`config.mk`:
```
export PLATFORM = sky130hd
export DESIGN_NAME = mac_arbiter
export DESIGN_NICKNAME = d
export VERILOG_FILES = /design/src/rtl/mac_arbiter.sv
export SDC_FILE = /design/constraint.sdc
export NUM_CORES = 1
export LEC_CHECK = 0
export ABC_CLOCK_PERIOD_IN_PS = 3460
export CAP_MARGIN = 20
export CORE_AREA = 5 5 192 194
export DETAILED_ROUTE_END_ITERATION = 7
export DIE_AREA = 0 0 197 199
export PLACE_DENSITY = 0.58
export SLEW_MARGIN = 30
export SYNTH_ARGS = -nofsm -noshare
export SYNTH_HDL_FRONTEND = slang
export SYNTH_SLANG_ARGS = --single-unit
```
`constraint.sdc`:
```
create_clock -name clk -period 3.46 [get_ports clk]
set_input_delay 0.519 -clock clk [delete_from_list [all_inputs] [get_ports clk]]
set_output_delay 0.519 -clock clk [all_outputs]
set_load 0.01 [all_outputs]
```
`src/rtl/mac_arbiter.sv`:
```
// Round-robin front end for a shared a*b+c datapath: grants one requester at a time,
// streams its operands as three validi beats and routes the result back to the owner.
module mac_arbiter #(
  parameter int NREQ    = 4,
  parameter int DW      = 32,
  parameter int TIMEOUT = 4
) (
  input  logic                 clk,
  input  logic                 rst,
  input  logic [NREQ-1:0]      req,
  input  logic [NREQ*DW-1:0]   a_in,
  input  logic [NREQ*DW-1:0]   b_in,
  input  logic [NREQ*DW-1:0]   c_in,
  output logic [NREQ-1:0]      gnt,
  output logic [NREQ-1:0]      rsp_valid,
  output logic [DW-1:0]        rsp_data,
  output logic                 rsp_err,
  output logic                 validi,
  output logic [DW-1:0]        data_in,
  input  logic                 valido,
  input  logic [DW-1:0]        data_out,
  output logic                 busy,
  output logic                 spurious
);
  localparam int IW = (NREQ > 1) ? $clog2(NREQ) : 1;
  localparam int CW = (TIMEOUT > 1) ? $clog2(TIMEOUT) : 1;

  localparam logic [2:0] S_IDLE = 3'd0;
  localparam logic [2:0] S_OP_A = 3'd1;
  localparam logic [2:0] S_OP_B = 3'd2;
  localparam logic [2:0] S_OP_C = 3'd3;
  localparam logic [2:0] S_WAIT = 3'd4;
  localparam logic [2:0] S_RESP = 3'd5;

  logic [2:0]      state_r, state_s;
  logic [IW-1:0]   ptr_r, ptr_s, owner_r, owner_s, pick_s, idx_s;
  logic            found_s, grant_s, err_s;
  logic [DW-1:0]   b_r, b_s, c_r, c_s, res_s, data_in_s;
  logic [CW-1:0]   cnt_r, cnt_s;
  logic [NREQ-1:0] owner_hot_s;
  logic [DW-1:0]   a_arr [NREQ];
  logic [DW-1:0]   b_arr [NREQ];
  logic [DW-1:0]   c_arr [NREQ];

  logic [NREQ-1:0] gnt_r, rsp_valid_r;
  logic [DW-1:0]   rsp_data_r, data_in_r;
  logic            rsp_err_r, validi_r, busy_r, spurious_r;

  for (genvar g = 0; g < NREQ; g++) begin : g_unpack
    assign a_arr[g] = a_in[g*DW +: DW];
    assign b_arr[g] = b_in[g*DW +: DW];
    assign c_arr[g] = c_in[g*DW +: DW];
  end

  // Round-robin pick: scan from lowest to highest priority so the last hit wins
  always_comb begin
    found_s = 1'b0;
    pick_s  = {IW{1'b0}};
    idx_s   = {IW{1'b0}};
    for (int i = NREQ; i >= 1; i--) begin
      idx_s   = IW'((int'(ptr_r) + i) % NREQ);
      pick_s  = req[idx_s] ? idx_s : pick_s;
      found_s = found_s | req[idx_s];
    end
  end

  // Next-state and transaction bookkeeping
  always_comb begin
    state_s = state_r;
    ptr_s   = ptr_r;
    owner_s = owner_r;
    b_s     = b_r;
    c_s     = c_r;
    cnt_s   = cnt_r;
    grant_s = 1'b0;
    res_s   = {DW{1'b0}};
    err_s   = 1'b0;
    case (state_r)
      S_IDLE: begin
        if (found_s) begin
          state_s = S_OP_A;
          ptr_s   = pick_s;
          owner_s = pick_s;
          b_s     = b_arr[pick_s];
          c_s     = c_arr[pick_s];
          grant_s = 1'b1;
        end else begin
          state_s = S_IDLE;
        end
      end
      S_OP_A: state_s = S_OP_B;
      S_OP_B: state_s = S_OP_C;
      S_OP_C: begin
        state_s = S_WAIT;
        cnt_s   = {CW{1'b0}};
      end
      S_WAIT: begin
        if (valido) begin
          state_s = S_RESP;
          res_s   = data_out;
        end else if (cnt_r == CW'(TIMEOUT - 1)) begin
          state_s = S_RESP;
          err_s   = 1'b1;
        end else begin
          cnt_s = cnt_r + CW'(1);
        end
      end
      S_RESP:  state_s = S_IDLE;
      default: state_s = S_IDLE;
    endcase
  end

  // Datapath operand for the beat about to be presented; operand a comes straight from the port
  always_comb begin
    owner_hot_s = {{(NREQ-1){1'b0}}, 1'b1} << owner_s;
    case (state_s)
      S_OP_A:  data_in_s = a_arr[pick_s];
      S_OP_B:  data_in_s = b_r;
      S_OP_C:  data_in_s = c_r;
      default: data_in_s = {DW{1'b0}};
    endcase
  end

  // State, latched operands and registered outputs
  always_ff @(posedge clk or negedge rst) begin
    if (!rst) begin
      state_r     <= S_IDLE;
      ptr_r       <= IW'(NREQ - 1);
      owner_r     <= {IW{1'b0}};
      b_r         <= {DW{1'b0}};
      c_r         <= {DW{1'b0}};
      cnt_r       <= {CW{1'b0}};
      gnt_r       <= {NREQ{1'b0}};
      rsp_valid_r <= {NREQ{1'b0}};
      rsp_data_r  <= {DW{1'b0}};
      rsp_err_r   <= 1'b0;
      validi_r    <= 1'b0;
      data_in_r   <= {DW{1'b0}};
      busy_r      <= 1'b0;
      spurious_r  <= 1'b0;
    end else begin
      state_r     <= state_s;
      ptr_r       <= ptr_s;
      owner_r     <= owner_s;
      b_r         <= b_s;
      c_r         <= c_s;
      cnt_r       <= cnt_s;
      gnt_r       <= grant_s ? owner_hot_s : {NREQ{1'b0}};
      rsp_valid_r <= (state_s == S_RESP) ? owner_hot_s : {NREQ{1'b0}};
      rsp_data_r  <= res_s;
      rsp_err_r   <= err_s;
      validi_r    <= (state_s == S_OP_A) || (state_s == S_OP_B) || (state_s == S_OP_C);
      data_in_r   <= data_in_s;
      busy_r      <= (state_s != S_IDLE);
      spurious_r  <= spurious_r | (valido & (state_r != S_WAIT));
    end
  end

  assign gnt       = gnt_r;
  assign rsp_valid = rsp_valid_r;
  assign rsp_data  = rsp_data_r;
  assign rsp_err   = rsp_err_r;
  assign validi    = validi_r;
  assign data_in   = data_in_r;
  assign busy      = busy_r;
  assign spurious  = spurious_r;

endmodule

```
==> results.tsv <==
metric	value	unit
status	finished, final reports clean	
finalInstanceArea	14320	um^2
yosysWarnings	0	
postCtsHoldBufs	0	
fill_cells	3454	
maxSlewViolCount	0	
routed_wirelength	37.89	mm
cts_resized	0	
fin_skew	10.27	ps
htreeDepth	4	
rrSetupSlack	920	ps
max_freq	381.8	MHz
tritoncts	yes	
vdd_drop_max	0.4872	mV
diodes	0	
total_power	9.570	mW
slowest_delay	560	ps
r2r-start	ptr_r[1]$_DFFE_PN1P_	
ys_ff_latch	149	
startpoint	req[3]	
p_leak	6.132	nW
die_y	199	um
multiInputGateArea	4120	um^2
synth_fp_nets	1203	
clk_latency	420	ps
ant_nets	0	
slew_headroom	40.69	%
cts_sinks	149	
cts_setup_buffers	0	
clock_path_buffers	2	
worstPathArrival	2900	ps
period_share	75.71	%
crit_buf_inv	2	
viasPerCell	4.801	
cp.required	3740	ps
rsz0062_at_grt	no	
seq_area_frac_synth	45.26	%
crit_type	input pin to register	
final-seq-area	3731	um^2
hold_path.class	input pin to asynchronous set/reset pin	
grt_pass1_wl	54.48	mm
drive_gt1_share	5.671	%
r2r-end	data_in[6]$_DFF_PN0_	
cts.clk_slew.worst_paths	80	ps
routedWlPerCell	22.12	um
final.setup.tns	0	ps
syn_avg_cell_area	10.58	um^2
overflow	0	
yosysUniqueCellTypes	43	
reg2reg_depth	6	
crit_path_end_kind	register	
dieArea	39200	um^2
tightestPinTransition	889.6	ps
setup.worst_path.start_class	input pin	
nets	1663	
path_max_fanout	63	
setup_viol	0	
area_delta_synth_final	73.71	%
coreArea	35050	um^2
place_area	13720	um^2
root_buffer	clkbuf_16	
synthCells	779	
pin_count	499	
io_buffers	498	
period_needed	2619	ps
drc_errors	0	
cts_buffers	17	
maxCapViolCount	0	
grt_use_total	18.35	%
std_cell_rows	69	
power.density	668.3	nW/um^2
netlist_area	8244	um^2
grt_pass1_vias	8762	
gp_congestion	0.8005	
cp.depth	7	
antenna_found_initial	0	
drtIter0Drc	354	
vias	8224	
grt_max_degree	75	
initial_core_util	23.52	%
place_hpwl	29.67	mm
dr.pass1.iters	5	
finalHoldViolCount	0	
cpLargestDelayFamily	compound AO/OA/AOI/OAI gates	
cp_cell_sequence	clkdlybuf4s50_1, and2_1, o32a_2, nand2_2, buf_12, a211oi_1, o31ai_1	
dieWidth	197	um
slowest_stage	clkdlybuf4s50_1	
crit_end	data_in[6]$_DFF_PN0_	
==> per-stage QoR <==
step	utilization (%)	hold WS (ps)	setup slack, ps	std cells
after floorplan	-	223.4	1569	779
after global placement	39.13	465.6	425.3	1681
after detailed placement	39.13	474.0	374.7	1681
after CTS	40.86	129.0	817.2	1713
after global routing	40.86	159.1	745.8	1713
final	40.86	118.4	840.5	1713
==> flip-flops by register name, indices dropped and copies added (netlist names) <==
| name | cells |
|---|---|
| state_r | 3 |
| data_in | 32 |
| gnt | 4 |
| rsp_data | 32 |
| rsp_valid | 4 |
| cnt_r | 2 |
| rsp_err | 1 |
| b_r | 32 |
| owner_r | 2 |
| c_r | 32 |
| validi | 1 |
| busy | 1 |
| spurious | 1 |
| ptr_r | 2 |
==> area by class of cell <==
cell class              instances  area share (%)
inverters                       5          0.1311
repair buffers                519           36.79
well taps                     461           4.028
clock inverters                15           1.258
flip-flops and latches        149           26.05
multi-input cells             547           28.77
clock buffers                  17           2.970
==> worst min path at each step <==
| stage | startpoint | slack [ps] | end |
|---|---|---|---|
| 2_1_floorplan | rst | 220 | b_r[0]$_DFFE_PN0P_ |
| 3_3_place_gp | spurious$_DFF_PN0_ | 470 | spurious$_DFF_PN0_ |
| 3_5_place_dp | spurious$_DFF_PN0_ | 470 | spurious$_DFF_PN0_ |
| 4_1_cts | rst | 130 | rsp_data[17]$_DFF_PN0_ |
| 5_1_grt | rst | 160 | rsp_data[17]$_DFF_PN0_ |
| 6_report | rst | 120 | rsp_data[17]$_DFF_PN0_ |
==> routing by layer <==
layer / up-vias / share of wire [%] / wire (um) / track usage [%]
li1: 3904 / - / - / -
met1: 3908 / 42 / 15930 / 23.30
met2: 378 / 49 / 18400 / 30.89
met3: 34 / 7.8 / 2956 / 5.657
met4: 0 / 1.6 / 610 / 4.058
met5: - / 0 / 0 / 0
==> cell families (layout without fill, tap and decap cells) <==
kind of cell,after synthesis,in the layout,share of synthesized area [%]
compound gates,212,212,20.26
simple gates,205,205,13.19
flops,149,149,45.26
mux,129,129,15.66
buf+inv,83,556,5.479
fa+ha+maj,1,1,0.1517
==> cells in the final DEF (no fill, tap or decap), types with 2 or more instances in the layout <==
| cell type | Yosys | layout |
|---|---|---|
| a21oi_1 | 5 | 5 |
| and2_1 | 34 | 34 |
| clkbuf_16 | 0 | 17 |
| nand2_1 | 74 | 72 |
| dfstp_2 | 2 | 2 |
| o31ai_1 | 32 | 32 |
| o21ai_0 | 3 | 3 |
| mux2i_1 | 129 | 129 |
| inv_8 | 0 | 5 |
| a211oi_1 | 65 | 65 |
| nor3_1 | 4 | 3 |
| clkinv_4 | 0 | 3 |
| nand3b_1 | 2 | 2 |
| buf_12 | 0 | 10 |
| clkinv_8 | 0 | 5 |
| inv_1 | 4 | 4 |
| nand2b_1 | 5 | 5 |
| a22oi_1 | 32 | 32 |
| buf_4 | 3 | 11 |
| dfrtp_1 | 147 | 147 |
| nor2_1 | 11 | 10 |
| and3_1 | 67 | 67 |
| clkdlybuf4s50_1 | 0 | 497 |
| o221ai_1 | 64 | 64 |
| nand2_2 | 1 | 2 |
==> Yosys cell counts, drive strengths merged <==
| library cell | n | area (um^2) |
|---|---|---|
| dfrtp | 147 | 3679 |
| mux2i | 129 | 1291 |
| nand2 | 75 | 284.0 |
| and3 | 67 | 419.2 |
| a211oi | 65 | 488.0 |
| o221ai | 65 | 575.6 |
| buf | 48 | 320.3 |
| and2 | 34 | 212.7 |
| a22oi | 32 | 240.2 |
| o31ai | 32 | 240.2 |
| clkbuf | 30 | 112.6 |
| nor2 | 11 | 41.29 |
| a21oi | 6 | 33.78 |
| inv | 5 | 18.76 |
| nand2b | 5 | 31.28 |
| nor3 | 4 | 20.02 |
| o21ai | 4 | 20.01 |
| dfstp | 2 | 52.55 |
| nand3b | 2 | 15.01 |
| a21boi | 1 | 11.26 |
| a21o | 1 | 7.510 |
| a31oi | 1 | 6.260 |
| ha | 1 | 12.51 |
| nand3 | 1 | 17.52 |
| nor3b | 1 | 7.510 |
| nor4 | 1 | 6.260 |
| nor4b | 1 | 8.760 |
| o211ai | 1 | 7.510 |
| o21ba | 1 | 10.01 |
| o221a | 1 | 11.26 |
| o22a | 1 | 8.760 |
| o32a | 1 | 10.01 |
| or2 | 1 | 6.260 |
| or3 | 1 | 6.260 |
| or4 | 1 | 11.26 |
==> power by group <==
part | switching (mW) | internal, mW
logic | 2.69 | 2.24
clock network | 0.925 | 0.980
registers | 0.340 | 2.40
Note: power is estimated with default switching activity, not from simulation.
